File: src/rtl/pipe_ctrl_pkg.sv
// Shared definitions for the pipeline controller: halt FSM encoding,
// arbitration modes and the reserved hold-level values.
package pipe_ctrl_pkg;

  typedef enum logic [1:0] {
    ST_RUN    = 2'd0,
    ST_DRAIN  = 2'd1,
    ST_HALTED = 2'd2
  } pipe_state_e;

  localparam int ARB_FIXED = 0;  // lowest nonzero channel index wins
  localparam int ARB_MAX   = 1;  // largest level wins, ties to lower index

  // Reserved hold levels; users slice these down to their HOLD_W.
  localparam int                    MAX_HOLD_W = 16;
  localparam logic [MAX_HOLD_W-1:0] HOLD_NONE  = '0;
  localparam logic [MAX_HOLD_W-1:0] HOLD_ALL   = '1;

  localparam int FLUSH_CNT_W = 4;

endpackage

File: src/rtl/pipe_ctrl_if.sv
// Bundle of hold-request, jump, debug and counter signals between the
// pipeline stages (master) and the controller (slave).
interface pipe_ctrl_if
  import pipe_ctrl_pkg::*;
#(
  parameter int NUM_REQ = 4,
  parameter int HOLD_W  = 3,
  parameter int ADDR_W  = 32
);
  localparam int SRC_W = $clog2(NUM_REQ);

  // No valid/ready pairs: jump_flag_i is a single-cycle strobe qualifying
  // jump_addr_i, and halt_i / req_hold_i are levels sampled every cycle.
  logic [NUM_REQ*HOLD_W-1:0] req_hold_i;
  logic                      jump_flag_i;
  logic [ADDR_W-1:0]         jump_addr_i;
  logic                      halt_i;
  logic                      clr_cnt_i;

  logic [HOLD_W-1:0]         hold_flag_o;
  logic [SRC_W-1:0]          hold_src_o;
  logic                      flush_flag_o;
  logic                      jump_flag_o;
  logic [ADDR_W-1:0]         jump_addr_o;
  logic                      halted_o;
  logic                      timeout_o;
  logic [31:0]               stall_cnt_o;
  logic [31:0]               flush_cnt_o;
  pipe_state_e               state_o;

  modport master (
    output req_hold_i, jump_flag_i, jump_addr_i, halt_i, clr_cnt_i,
    input  hold_flag_o, hold_src_o, flush_flag_o, jump_flag_o, jump_addr_o,
    input  halted_o, timeout_o, stall_cnt_o, flush_cnt_o, state_o
  );

  modport slave (
    input  req_hold_i, jump_flag_i, jump_addr_i, halt_i, clr_cnt_i,
    output hold_flag_o, hold_src_o, flush_flag_o, jump_flag_o, jump_addr_o,
    output halted_o, timeout_o, stall_cnt_o, flush_cnt_o, state_o
  );

endinterface

File: src/rtl/pipe_ctrl_hold_arb.sv
// Combinational hold-request arbiter: picks one channel level and its index
// using either fixed priority or maximum-level selection.
module hold_arb
  import pipe_ctrl_pkg::*;
#(
  parameter int NUM_REQ  = 4,
  parameter int HOLD_W   = 3,
  parameter int ARB_MODE = ARB_FIXED
) (
  input  logic [NUM_REQ*HOLD_W-1:0]  req_hold_i,
  output logic [HOLD_W-1:0]          level_o,
  output logic [$clog2(NUM_REQ)-1:0] src_o
);
  localparam int SRC_W = $clog2(NUM_REQ);
  localparam logic [HOLD_W-1:0] LVL_NONE = HOLD_NONE[HOLD_W-1:0];

  logic [HOLD_W-1:0] lvl;

  always_comb begin
    level_o = LVL_NONE;
    src_o   = '0;
    lvl     = LVL_NONE;
    for (int k = 0; k < NUM_REQ; k++) begin
      lvl = req_hold_i[k*HOLD_W +: HOLD_W];
      if (ARB_MODE == ARB_MAX) begin
        // Strict compare keeps the earlier (lower) index on a tie.
        if (lvl > level_o) begin
          level_o = lvl;
          src_o   = SRC_W'(k);
        end
      end else begin
        if ((level_o == LVL_NONE) && (lvl != LVL_NONE)) begin
          level_o = lvl;
          src_o   = SRC_W'(k);
        end
      end
    end
  end

endmodule

File: src/rtl/pipe_ctrl.sv
// Pipeline controller: hold arbitration, jump pass-through with flush
// window, debug halt FSM, hold watchdog and performance counters.
module pipe_ctrl
  import pipe_ctrl_pkg::*;
#(
  parameter int NUM_REQ      = 4,
  parameter int HOLD_W       = 3,
  parameter int ADDR_W       = 32,
  parameter int ARB_MODE     = ARB_FIXED,
  parameter int FLUSH_CYCLES = 1,
  parameter int TIMEOUT      = 1023
) (
  input  logic        clk,
  input  logic        rst,
  pipe_ctrl_if.slave  bus
);
  localparam int SRC_W = $clog2(NUM_REQ);
  localparam int WD_W  = $clog2(TIMEOUT + 1);
  localparam logic [HOLD_W-1:0]      LVL_NONE   = HOLD_NONE[HOLD_W-1:0];
  localparam logic [HOLD_W-1:0]      LVL_ALL    = HOLD_ALL[HOLD_W-1:0];
  localparam logic [FLUSH_CNT_W-1:0] FLUSH_LOAD = FLUSH_CNT_W'(FLUSH_CYCLES - 1);
  localparam logic [WD_W-1:0]        WD_MAX     = WD_W'(TIMEOUT);
  localparam logic [WD_W-1:0]        WD_FIRE    = WD_W'(TIMEOUT - 1);

  logic [HOLD_W-1:0]      arb_level;
  logic [SRC_W-1:0]       arb_src;
  logic [HOLD_W-1:0]      hold_level;
  logic [ADDR_W-1:0]      jump_addr;
  logic                   jump;
  logic                   chan_held;

  pipe_state_e            state_q;
  logic                   halted_q;
  logic [FLUSH_CNT_W-1:0] flush_left_q, flush_left_d;
  logic [WD_W-1:0]        wd_q, wd_d;
  logic [31:0]            stall_cnt_q, stall_cnt_d;
  logic [31:0]            flush_cnt_q, flush_cnt_d;

  hold_arb #(
    .NUM_REQ  (NUM_REQ),
    .HOLD_W   (HOLD_W),
    .ARB_MODE (ARB_MODE)
  ) u_hold_arb (
    .req_hold_i (bus.req_hold_i),
    .level_o    (arb_level),
    .src_o      (arb_src)
  );

  assign jump       = bus.jump_flag_i;
  assign jump_addr  = bus.jump_addr_i;
  assign chan_held  = (arb_level != LVL_NONE);
  assign hold_level = halted_q ? LVL_ALL : arb_level;

  // A jump always restarts the window, even if an earlier one is still open.
  always_comb begin
    flush_left_d = flush_left_q;
    if (jump) begin
      flush_left_d = FLUSH_LOAD;
    end else if (flush_left_q != '0) begin
      flush_left_d = flush_left_q - 1'b1;
    end
  end

  // The watchdog is frozen while halted so a debug session cannot trip it.
  always_comb begin
    wd_d = wd_q;
    if (!halted_q) begin
      if (!chan_held) begin
        wd_d = '0;
      end else if (wd_q != WD_MAX) begin
        wd_d = wd_q + 1'b1;
      end
    end
  end

  always_comb begin
    stall_cnt_d = stall_cnt_q;
    flush_cnt_d = flush_cnt_q;
    if (bus.clr_cnt_i) begin
      stall_cnt_d = '0;
      flush_cnt_d = '0;
    end else begin
      if (hold_level != LVL_NONE) stall_cnt_d = stall_cnt_q + 32'd1;
      if (jump)                   flush_cnt_d = flush_cnt_q + 32'd1;
    end
  end

  always_ff @(posedge clk or negedge rst) begin
    if (!rst) begin
      state_q  <= ST_RUN;
      halted_q <= 1'b0;
    end else begin
      case (state_q)
        ST_RUN: begin
          if (bus.halt_i) state_q <= ST_DRAIN;
          halted_q <= 1'b0;
        end
        ST_DRAIN: begin
          if (!bus.halt_i) begin
            state_q  <= ST_RUN;
            halted_q <= 1'b0;
          end else if (!jump && (flush_left_q == '0)) begin
            state_q  <= ST_HALTED;
            halted_q <= 1'b1;
          end
        end
        ST_HALTED: begin
          if (!bus.halt_i) begin
            state_q  <= ST_RUN;
            halted_q <= 1'b0;
          end
        end
        default: begin
          state_q  <= ST_RUN;
          halted_q <= 1'b0;
        end
      endcase
    end
  end

  always_ff @(posedge clk or negedge rst) begin
    if (!rst) begin
      flush_left_q <= '0;
      wd_q         <= '0;
      stall_cnt_q  <= '0;
      flush_cnt_q  <= '0;
    end else begin
      flush_left_q <= flush_left_d;
      wd_q         <= wd_d;
      stall_cnt_q  <= stall_cnt_d;
      flush_cnt_q  <= flush_cnt_d;
    end
  end

  // Reset also masks the combinational flush and timeout terms.
  assign bus.flush_flag_o = rst & (jump | (flush_left_q != '0));
  assign bus.timeout_o    = rst & ~halted_q & chan_held & (wd_q == WD_FIRE);
  assign bus.hold_flag_o  = hold_level;
  assign bus.hold_src_o   = arb_src;
  assign bus.jump_flag_o  = jump;
  assign bus.jump_addr_o  = jump_addr;
  assign bus.halted_o     = halted_q;
  assign bus.stall_cnt_o  = stall_cnt_q;
  assign bus.flush_cnt_o  = flush_cnt_q;
  assign bus.state_o      = state_q;

endmodule

File: src/flat_wrapper.sv
// flat-port wrapper written by rule: the top's interface ports become plain ports
module pipe_ctrl_flat import pipe_ctrl_pkg::*;
#(
  parameter int NUM_REQ      = 4,
  parameter int HOLD_W       = 3,
  parameter int ADDR_W       = 32,
  parameter int ARB_MODE     = ARB_FIXED,
  parameter int FLUSH_CYCLES = 1,
  parameter int TIMEOUT      = 1023
)
  (clk, rst, bus_req_hold_i, bus_jump_flag_i, bus_jump_addr_i, bus_halt_i, bus_clr_cnt_i, bus_hold_flag_o, bus_hold_src_o, bus_flush_flag_o, bus_jump_flag_o, bus_jump_addr_o, bus_halted_o, bus_timeout_o, bus_stall_cnt_o, bus_flush_cnt_o, bus_state_o);
  pipe_ctrl_if #(.NUM_REQ(NUM_REQ), .HOLD_W(HOLD_W), .ADDR_W(ADDR_W)) bus_i ();
  input  logic clk;
  input  logic rst;
  input wire logic [$bits(bus_i.req_hold_i)-1:0] bus_req_hold_i;
  input wire logic [$bits(bus_i.jump_flag_i)-1:0] bus_jump_flag_i;
  input wire logic [$bits(bus_i.jump_addr_i)-1:0] bus_jump_addr_i;
  input wire logic [$bits(bus_i.halt_i)-1:0] bus_halt_i;
  input wire logic [$bits(bus_i.clr_cnt_i)-1:0] bus_clr_cnt_i;
  output wire logic [$bits(bus_i.hold_flag_o)-1:0] bus_hold_flag_o;
  output wire logic [$bits(bus_i.hold_src_o)-1:0] bus_hold_src_o;
  output wire logic [$bits(bus_i.flush_flag_o)-1:0] bus_flush_flag_o;
  output wire logic [$bits(bus_i.jump_flag_o)-1:0] bus_jump_flag_o;
  output wire logic [$bits(bus_i.jump_addr_o)-1:0] bus_jump_addr_o;
  output wire logic [$bits(bus_i.halted_o)-1:0] bus_halted_o;
  output wire logic [$bits(bus_i.timeout_o)-1:0] bus_timeout_o;
  output wire logic [$bits(bus_i.stall_cnt_o)-1:0] bus_stall_cnt_o;
  output wire logic [$bits(bus_i.flush_cnt_o)-1:0] bus_flush_cnt_o;
  output wire logic [$bits(bus_i.state_o)-1:0] bus_state_o;
  assign bus_i.req_hold_i = bus_req_hold_i;
  assign bus_i.jump_flag_i = bus_jump_flag_i;
  assign bus_i.jump_addr_i = bus_jump_addr_i;
  assign bus_i.halt_i = bus_halt_i;
  assign bus_i.clr_cnt_i = bus_clr_cnt_i;
  assign bus_hold_flag_o = bus_i.hold_flag_o;
  assign bus_hold_src_o = bus_i.hold_src_o;
  assign bus_flush_flag_o = bus_i.flush_flag_o;
  assign bus_jump_flag_o = bus_i.jump_flag_o;
  assign bus_jump_addr_o = bus_i.jump_addr_o;
  assign bus_halted_o = bus_i.halted_o;
  assign bus_timeout_o = bus_i.timeout_o;
  assign bus_stall_cnt_o = bus_i.stall_cnt_o;
  assign bus_flush_cnt_o = bus_i.flush_cnt_o;
  assign bus_state_o = bus_i.state_o;
  pipe_ctrl #(.NUM_REQ(NUM_REQ), .HOLD_W(HOLD_W), .ADDR_W(ADDR_W), .ARB_MODE(ARB_MODE), .FLUSH_CYCLES(FLUSH_CYCLES), .TIMEOUT(TIMEOUT)) u_core (.clk(clk), .rst(rst), .bus(bus_i));
endmodule
File: config.mk
export PLATFORM = sky130hd
export DESIGN_NAME = pipe_ctrl_flat
export DESIGN_NICKNAME = d
export VERILOG_FILES = /design/src/rtl/pipe_ctrl_pkg.sv /design/src/rtl/pipe_ctrl_if.sv /design/src/rtl/pipe_ctrl_hold_arb.sv /design/src/rtl/pipe_ctrl.sv /design/src/flat_wrapper.sv
export SDC_FILE = /design/constraint.sdc
export NUM_CORES = 1
export LEC_CHECK = 0
export ABC_AREA = 1
export BUFFER_PORTS_ARGS = -buffer_cell sky130_fd_sc_hd__clkbuf_2
export CORE_MARGIN = 2
export CORE_UTILIZATION = 30
export CTS_BUF_LIST = sky130_fd_sc_hd__clkbuf_16
export DETAILED_ROUTE_END_ITERATION = 7
export SLEW_MARGIN = 25
export SYNTH_ARGS = -nofsm -noshare
export SYNTH_HDL_FRONTEND = slang
export SYNTH_SLANG_ARGS = --single-unit
File: constraint.sdc
create_clock -name clk -period 2 [get_ports clk]
set_input_delay 0.4 -clock clk [delete_from_list [all_inputs] [get_ports clk]]
set_output_delay 0.4 -clock clk [all_outputs]
set_load 0.01 [all_outputs]
# Word level (Yosys, flattened, before mapping)
# Cells that the tools add are included.
op_classes:
  add_sub_neg: 4
  eq_ne: 8
  muxes: 25
  bitwise: 6
  reduce_logical: 23
op_table:
  columns: ["cell", "count"]
  rows:
  - ["$mux 32", 4]
  - ["$add 32x1->32 const B", 2]
  - ["$mux 10", 2]
  - ["$reduce_bool 3->1", 6]
  - ["$mux 3", 5]
  - ["$mux 2", 6]
  - ["$add 10x1->10 const B", 1]
  - ["$eq 10x10->1 const B", 1]
  - ["$ne 10x10->1 const B", 1]
  - ["$logic_not 3->1", 3]
  - ["$mux 4", 2]
  - ["$ne 2x2->1 const B", 3]
  - ["$pmux 2 s3", 1]
  - ["$reduce_bool 2->1", 3]
  - ["$and 1x1->1", 4]
  - ["$logic_and 1x1->1", 4]
  - ["$logic_not 4->1", 1]
  - ["$mux 1", 4]
  - ["$reduce_and 2->1", 2]
  - ["$reduce_bool 4->1", 1]
  - ["$sub 4x1->4 const B", 1]
  - ["$ne 3x2->1 const B", 1]
  - ["$reduce_and 3->1", 1]
  - ["$eq 2x1->1 const B", 1]
  - ["other kinds (6)", 6]
totals:
  regBits: 81
  input_bits: 49
  output_inout_bits: 107
  elab_cells: 72

# Depth between registers and ports, before layout
# Gate-level depths: netlist (run 1).
logic_depth:
  depth_word: 15
  depth_mapped: 15
  mapped_depth_nobuf: 15

# Hierarchy
# From an unflattened synthesis (run 1), not the netlist that was laid out.
unflattened:
  hier_cells: 745
  hier_area_um2: 5211.2
modules_own_cells:
  columns: ["mod", "instances", "cells_per_inst", "area_each_um2", "seq_area_each_um2"]
  rows:
  - ["pipe_ctrl", 1, 703, 4978.5, 2026.9]
  - ["hold_arb", 1, 42, 232.7, 0.0]

# Least setup slack after synthesis (run 1)
# OpenSTA, ideal clock, no wires.
synth_timing:
  path_kind: "in2out"
  from: "input bus_req_hold_i[1]"
  to: "output bus_timeout_o"
  arrival_time_ps: 1482
  required_ps: 1600
  path_slack_ps: 118
  cell_stages: 12
  n_path_buf: 0
  cell_sequence: "nor2_2 nand3_1 nand2_1 inv_2 nand3_1 nand2_2 nor2_1 nand3_1 nand2_1 nor2_2 nand2_1 and3_1"
synth_between:
  elab_chain_len: 14
synth_rtl:
  columns: ["item", "line", "text"]
  rows:
  - ["start, declared", "flat_wrapper.sv:15", "input wire logic [$bits(bus_i.req_hold_i)-1:0] bus_req_hold_i;"]
  - ["$reduce_bool 3->1", "pipe_ctrl_hold_arb.sv:32", "if ((level_o == LVL_NONE) && (lvl != LVL_NONE)) begin"]
  - ["$mux 3 (*)", "pipe_ctrl_hold_arb.sv:32", null]
  - ["$logic_not 3->1", "pipe_ctrl_hold_arb.sv:32", null]
  - ["$logic_and 1x1->1", "pipe_ctrl_hold_arb.sv:32", null]
  - ["$mux 3 (*)", "pipe_ctrl_hold_arb.sv:32", null]
  - ["$logic_not 3->1", "pipe_ctrl_hold_arb.sv:32", null]
  - ["$logic_and 1x1->1", "pipe_ctrl_hold_arb.sv:32", null]
  - ["$mux 3 (*)", "pipe_ctrl_hold_arb.sv:32", null]
  - ["$logic_not 3->1", "pipe_ctrl_hold_arb.sv:32", null]
  - ["$logic_and 1x1->1", "pipe_ctrl_hold_arb.sv:32", null]
  - ["$mux 3 (*)", "pipe_ctrl_hold_arb.sv:32", null]
  - ["$reduce_bool 3->1 (*)", "pipe_ctrl.sv:51", "assign chan_held = (arb_level != LVL_NONE);"]
  - ["$and 1x1->1 (*) (2 in series)", "pipe_ctrl.sv:137", "assign bus.timeout_o = rst & ~halted_q & chan_held & (wd_q == WD_FIRE);"]
  - ["end, declared", "flat_wrapper.sv:26", "output wire logic [$bits(bus_i.timeout_o)-1:0] bus_timeout_o;"]
# Mark *: on every way between the ends. The rest lies on a longest branch, timed or not.

# Final worst setup path (run 1)
layout_timing:
  from: "input bus_req_hold_i[2]"
  to: "output bus_timeout_o"
# The elaborated chain is that of the path after synthesis.

==> impl_metrics.env, run 1 <==
export IMPL_r2r_start="u_core.bus.stall_cnt_o[1]$_DFFE_PN0P_"
export IMPL_rsz0062_at_grt="true"
export IMPL_required_ns=1.60
export IMPL_grt_first_pass_wirelength_microns=22900
export IMPL_yosysWarnings=0
export IMPL_cts_sinks=81
export IMPL_dp_slack_ns=-0.231
export IMPL_ys_seq_area_share_pct=39.0
export IMPL_die_width_microns=136
export IMPL_startpoint_type="input pin"
export IMPL_hpwl_microns=10100
export IMPL_critical_path_class="input pin to primary output"
export IMPL_hold_class="input pin to asynchronous set/reset pin"
export IMPL_cp_slowest_cell="and3_4"
export IMPL_drt_initial_drc_count=286
export IMPL_clock_fmax_mhz=467
export IMPL_ir_drop_uv=369
export IMPL_setup_ws_ns=-0.139
export IMPL_reg2reg_depth=9
export IMPL_place_congestion=0.891
export IMPL_cts_buffer_depth=2
export IMPL_crit_top_cell="nand3_2"
export IMPL_layout_common_cells="168 x nand2_1, 86 x inv_1, 85 x clkbuf_2, 81 x dfrtp_1, 49 x buf_4"
export IMPL_finClkSkew_ns=0.00497
export IMPL_rr_endpoint="u_core.bus.stall_cnt_o[13]$_DFFE_PN0P_"
export IMPL_path_cells="buf_8 > nor2_4 > nand3_2 > nand2_1 > inv_2 > nand3_2 > nand2_4 > nor2_4 > nand3_2 > nand2_2 > nor2_2 > nand2_1 > and3_4 > buf_6"
export IMPL_max_cap_violations=0
export IMPL_grt_max_degree=44
export IMPL_netlist_cell_type_count=39
export IMPL_timing_slew_headroom_pct=62.2
export IMPL_grt_pass1_vias=4706
export IMPL_row_count=48
export IMPL_die_h_microns=136
export IMPL_p_per_area_nw_per_um2=626
export IMPL_vias=4922
export IMPL_antenna_left=0
export IMPL_totalWireLength_microns=14000
export IMPL_postSynthAreaPerCell_sq_um=7.34
export IMPL_design_area_sq_um=6530
export IMPL_final_nets=867
export IMPL_final_setup_viol_count=2
export IMPL_numCtsBuffers=9
export IMPL_reg2reg_slack_ns=0.08
export IMPL_routed_via_density=4.72
export IMPL_final_hold_violation_count=0
export IMPL_insertion_delay_ns=0.34
export IMPL_portBuffers=91
export IMPL_ctsHoldBuffers=0
export IMPL_timing_hold_ws_ns=0.152
export IMPL_min_period_ns=2.14
export IMPL_syn2layout_area_growth_pct=25.7
export IMPL_drive_gt1_share_pct=26.9
export IMPL_end_kind="primary output"
export IMPL_root_buffer="clkbuf_16"
export IMPL_syn_area_sq_um=5190
export IMPL_cpPeakStageDelay_ns=0.18
export IMPL_grt_use_total_pct=15.3
export IMPL_syn_inst=708
export IMPL_firstDrtPassIters=6
export IMPL_drcViolationCount=0
export IMPL_ys_ff_latch=81
export IMPL_n_antenna_cell=0
export IMPL_worst_pin_slew_ns=0.567
export IMPL_antenna_found_initial=0
export IMPL_period_share_pct=107
export IMPL_final_common_cell="nand2_1"
export IMPL_clkSlewWorstSetupHoldPaths_ns=0.06
export IMPL_cp_arrival_ns=1.74
export IMPL_coreArea_sq_um=17100
export IMPL_cts_htree_levels=3
export IMPL_path_max_fanout=5
export IMPL_fin_util_pct=38.1
export IMPL_start_util_pct=30.4
export IMPL_design_die_area_sq_um=18400
export IMPL_placed_cell_area_sq_um=5890
export IMPL_cp_startpoint="bus_req_hold_i[2]"
export IMPL_synth_nets=762
export IMPL_final_max_slew_viol_count=0
export IMPL_overflow=0
export IMPL_io_pins=156
export IMPL_cts_tree="yes"
export IMPL_wl_per_cell_microns=13.5
export IMPL_leakagePower_nw=3.14
export IMPL_violations="negative setup slack"
export IMPL_outcome="finished with violations"
-- worst max-delay path: cells and delay by family --
kind          cells  cell delay, ns
simple gates     11            1.07
buf+inv           3            0.27
-- layout make-up --
| cell class | instances | area [sq um] |
|---|---|---|
| clock buffers | 9 | 225 |
| clock inverters | 6 | 22.5 |
| fillers | 1782 | 10600 |
| inverters | 89 | 334 |
| multi-input cells | 490 | 2740 |
| flip-flops and latches | 81 | 2030 |
| well taps | 225 | 282 |
| repair buffers | 142 | 898 |
-- sequential cells by signal (all words and copies together), names as in the netlist --
register                flops
u_core.bus.stall_cnt_o     32
u_core.bus.state_o          2
u_core.bus.halted_o         1
u_core.flush_left_q         4
u_core.wd_q                10
u_core.bus.flush_cnt_o     32
-- routing by layer --
layer / wire (microns) / track usage [%] / vias to the layer above
li1: - / - / 2489
met1: 6520 / 20.3 / 2306
met2: 6800 / 25.4 / 110
met3: 562 / 3.33 / 17
met4: 169 / 3.59 / 0
met5: 0 / 0 / -
-- metrics by stage --
step	cells	TNS, ns	power, mW
2_1_floorplan	708	0	2.42
3_3_place_gp	1012	-4.77	2.61
3_5_place_dp	1012	-7.40	2.63
4_1_cts	1027	-0.148	4.12
5_1_grt	1042	-1.08	4.36
6_report	1042	-0.141	4.08
-- kinds of logic after synthesis --
family,after synthesis,share of synthesized area (%)
AND/OR/NAND/NOR,382,33.9
buffers and inverters,138,12.9
flip-flops,81,39.0
AO/OA/AOI/OAI,71,7.68
XOR/XNOR,31,5.23
adder cells (fa/ha/maj),5,1.20
-- cells in the mapped netlist --
library cell	n	area [sq um]
nor4_1	7	43.8
a211oi_1	1	7.51
nand3b_1	18	135
nor2_2	8	50.1
o311ai_0	1	8.76
clkbuf_1	8	30.0
nor4_2	2	25.0
buf_1	1	3.75
xor2_1	20	175
nand2_4	1	11.3
and3_1	1	6.26
nand2_1	180	676
o21ai_1	6	30.0
xnor2_1	11	96.3
buf_6	3	33.8
nor2_8	1	20.0
a221oi_1	2	17.5
o21ai_0	21	105
clkinv_1	1	3.75
or2_1	2	12.5
nand4_1	23	144
buf_2	3	15.0
nor3_1	36	180
a21oi_1	28	140
nand2_2	2	12.5
dfrtp_1	81	2030
o22ai_1	2	12.5
buf_4	34	255
inv_2	4	15.0
o21a_1	7	52.6
nand3_2	1	10.0
nor2_1	55	206
inv_1	84	315
o31ai_1	1	7.51
nand3_1	44	220
ha_1	5	62.6
o41ai_1	1	8.76
nor3_2	1	10.0
o221ai_1	1	8.76
-- timing repair --
| item | 4_1_cts | 5_1_grt |
|---|---|---|
| cloned | 0 | 1 |
| setup endpoints to repair | 1 | 52 |
| pin swaps | 0 | 29 |
| resized for setup | 2 | 75 |
| buffers inserted | 0 | 14 |
-- worst max-delay path by stage --
stage / end / slack [ns] / depth (start not counted)
2_1_floorplan: bus_timeout_o / 0.12 / 12
3_3_place_gp: bus_timeout_o / -0.18 / 14
3_5_place_dp: u_core.bus.stall_cnt_o[12]$_DFFE_PN0P_ / -0.23 / 15
4_1_cts: bus_timeout_o / -0.13 / 14
5_1_grt: bus_timeout_o / -0.25 / 14
6_report: bus_timeout_o / -0.14 / 14
-- where the power goes --
part           switching, mW  internal (mW)  total [mW]
Combinational          0.454          0.331       0.785
Sequential             0.107           1.76        1.86
Clock                  0.628          0.807        1.44
(Power assumes the default switching activity.)
==> run 2: changes to the inputs <==
SETUP_SLACK_MARGIN = 0.05   (was default)
==> impl_metrics.env, run 2 (synthesis results as in run 1) <==
export IMPL_outcome="finished with violations"
export IMPL_violations="negative setup slack"
export IMPL_antenna_left=0
export IMPL_layout_common_cells="168 x nand2_1, 87 x inv_1, 85 x clkbuf_2, 81 x dfrtp_1, 51 x buf_4"
export IMPL_required_ns=1.60
export IMPL_rsz0062_at_grt="true"
export IMPL_finClkSkew_ns=0.00556
export IMPL_hpwl_microns=10100
export IMPL_cpPeakStageDelay_ns=0.18
export IMPL_cts_buffer_depth=2
export IMPL_start_util_pct=30.4
export IMPL_end_kind="primary output"
export IMPL_timing_slew_headroom_pct=62.3
export IMPL_final_common_cell="nand2_1"
export IMPL_final_hold_violation_count=0
export IMPL_drive_gt1_share_pct=28.2
export IMPL_crit_top_cell="nand3_2"
export IMPL_design_area_sq_um=6620
export IMPL_numCtsBuffers=9
export IMPL_max_cap_violations=0
export IMPL_design_die_area_sq_um=18400
export IMPL_dp_slack_ns=-0.231
export IMPL_grt_max_degree=44
export IMPL_vias=4965
export IMPL_die_h_microns=136
export IMPL_cts_tree="yes"
export IMPL_root_buffer="clkbuf_16"
export IMPL_clock_fmax_mhz=469
export IMPL_timing_hold_ws_ns=0.148
export IMPL_placed_cell_area_sq_um=5890
export IMPL_startpoint_type="input pin"
export IMPL_final_setup_viol_count=1
export IMPL_hold_class="input pin to asynchronous set/reset pin"
export IMPL_firstDrtPassIters=4
export IMPL_leakagePower_nw=3.17
export IMPL_n_antenna_cell=0
export IMPL_routed_via_density=4.74
export IMPL_grt_first_pass_wirelength_microns=23000
export IMPL_insertion_delay_ns=0.34
export IMPL_place_congestion=0.891
export IMPL_period_share_pct=107
export IMPL_final_nets=872
export IMPL_coreArea_sq_um=17100
export IMPL_p_per_area_nw_per_um2=623
export IMPL_ir_drop_uv=367
export IMPL_io_pins=156
export IMPL_drt_initial_drc_count=253
export IMPL_worst_pin_slew_ns=0.565
export IMPL_cts_htree_levels=3
export IMPL_portBuffers=91
export IMPL_nFillCells=1771
export IMPL_totalWireLength_microns=14300
export IMPL_die_width_microns=136
export IMPL_row_count=48
export IMPL_antenna_found_initial=0
export IMPL_path_max_fanout=5
export IMPL_cp_slowest_cell="and3_4"
export IMPL_drcViolationCount=0
export IMPL_syn2layout_area_growth_pct=27.4
export IMPL_wl_per_cell_microns=13.6
export IMPL_overflow=0
export IMPL_clkSlewWorstSetupHoldPaths_ns=0.06
export IMPL_final_max_slew_viol_count=0
export IMPL_critical_path_class="input pin to primary output"
export IMPL_grt_pass1_vias=4779
export IMPL_grt_use_total_pct=15.4
export IMPL_cp_arrival_ns=1.73
export IMPL_path_cells="buf_8 > nor2_4 > nand3_2 > nand2_1 > inv_2 > nand3_2 > nand2_4 > nor2_4 > nand3_2 > nand2_2 > nor2_2 > nand2_1 > and3_4 > buf_6"
export IMPL_min_period_ns=2.13
export IMPL_cts_sinks=81
export IMPL_setup_ws_ns=-0.134
run 2: cell count changes in the layout (fill, tap and decap cells not counted), moves of 2 or more:
| cell | previous run | this run |
|---|---|---|
| nor2_2 | 5 | 10 |
| buf_4 | 49 | 51 |
| nor3_1 | 34 | 30 |
| nor3_2 | 3 | 7 |
| nor2_4 | 12 | 10 |
| nor2_1 | 47 | 45 |
| buf_6 | 4 | 6 |
run 2: report_power, final:
group / switching, mW / internal [mW]
sequential: 0.103 / 1.76
combinational: 0.472 / 0.354
clock: 0.629 / 0.807
run 2: area by class of cell:
class	count	area [sq um]	area share [%]
repair buffers	146	936	14.1
clock buffers	9	225	3.40
multi-input cells	491	2790	42.2
inverters	89	334	5.05
well taps	225	282	4.25
clock inverters	6	22.5	0.340
flip-flops and latches	81	2030	30.6
run 2: final timing paths:
kind / startpoint / to / slack (ns) / cells past startpoint
min: rst / u_core.wd_q[3]$_DFFE_PN0P_ / 0.15 / 2
min in group clk: bus_halt_i / u_core.bus.state_o[0]$_DFFE_PN0P_ / 0.33 / 3
max: bus_req_hold_i[1] / bus_timeout_o / -0.13 / 14
max in group asynchronous: rst / u_core.bus.flush_cnt_o[22]$_DFFE_PN0P_ / 1.43 / 2
min reg2reg: u_core.bus.flush_cnt_o[31]$_DFFE_PN0P_ / u_core.bus.flush_cnt_o[31]$_DFFE_PN0P_ / 0.47 / 1
max reg2reg: u_core.bus.flush_cnt_o[1]$_DFFE_PN0P_ / u_core.bus.flush_cnt_o[28]$_DFFE_PN0P_ / 0.11 / 10
run 2: stage by stage:
stage	instances	utilization, %	power, mW	setup TNS, ns
2_1_floorplan	708	-	2.42	0
3_3_place_gp	1012	34.4	2.61	-4.77
3_5_place_dp	1012	34.4	2.63	-7.40
4_1_cts	1032	36.2	4.13	-0.123
5_1_grt	1047	38.7	4.40	-0.461
6_report	1047	38.7	4.12	-0.134
run 2: what timing repair did:
action / CTS / global route
pin swaps: 3 / 30
setup endpoints to repair: 5 / 58
buffers inserted: 5 / 13
cloned: 0 / 2
hold buffers: 0 / 0
resized for setup: 5 / 78
run 2: critical path, delay by kind of cell:
kind | cells | cell delay [ns]
AND/OR/NAND/NOR | 11 | 1.06
buffers and inverters | 3 | 0.28
run 2: per-layer routing:
layer,global-route usage (%),wire length [microns],vias up
li1,-,-,2503
met1,20.4,6540,2334
met2,25.5,6940,106
met3,3.37,563,22
met4,4.05,242,0
met5,0,0,-
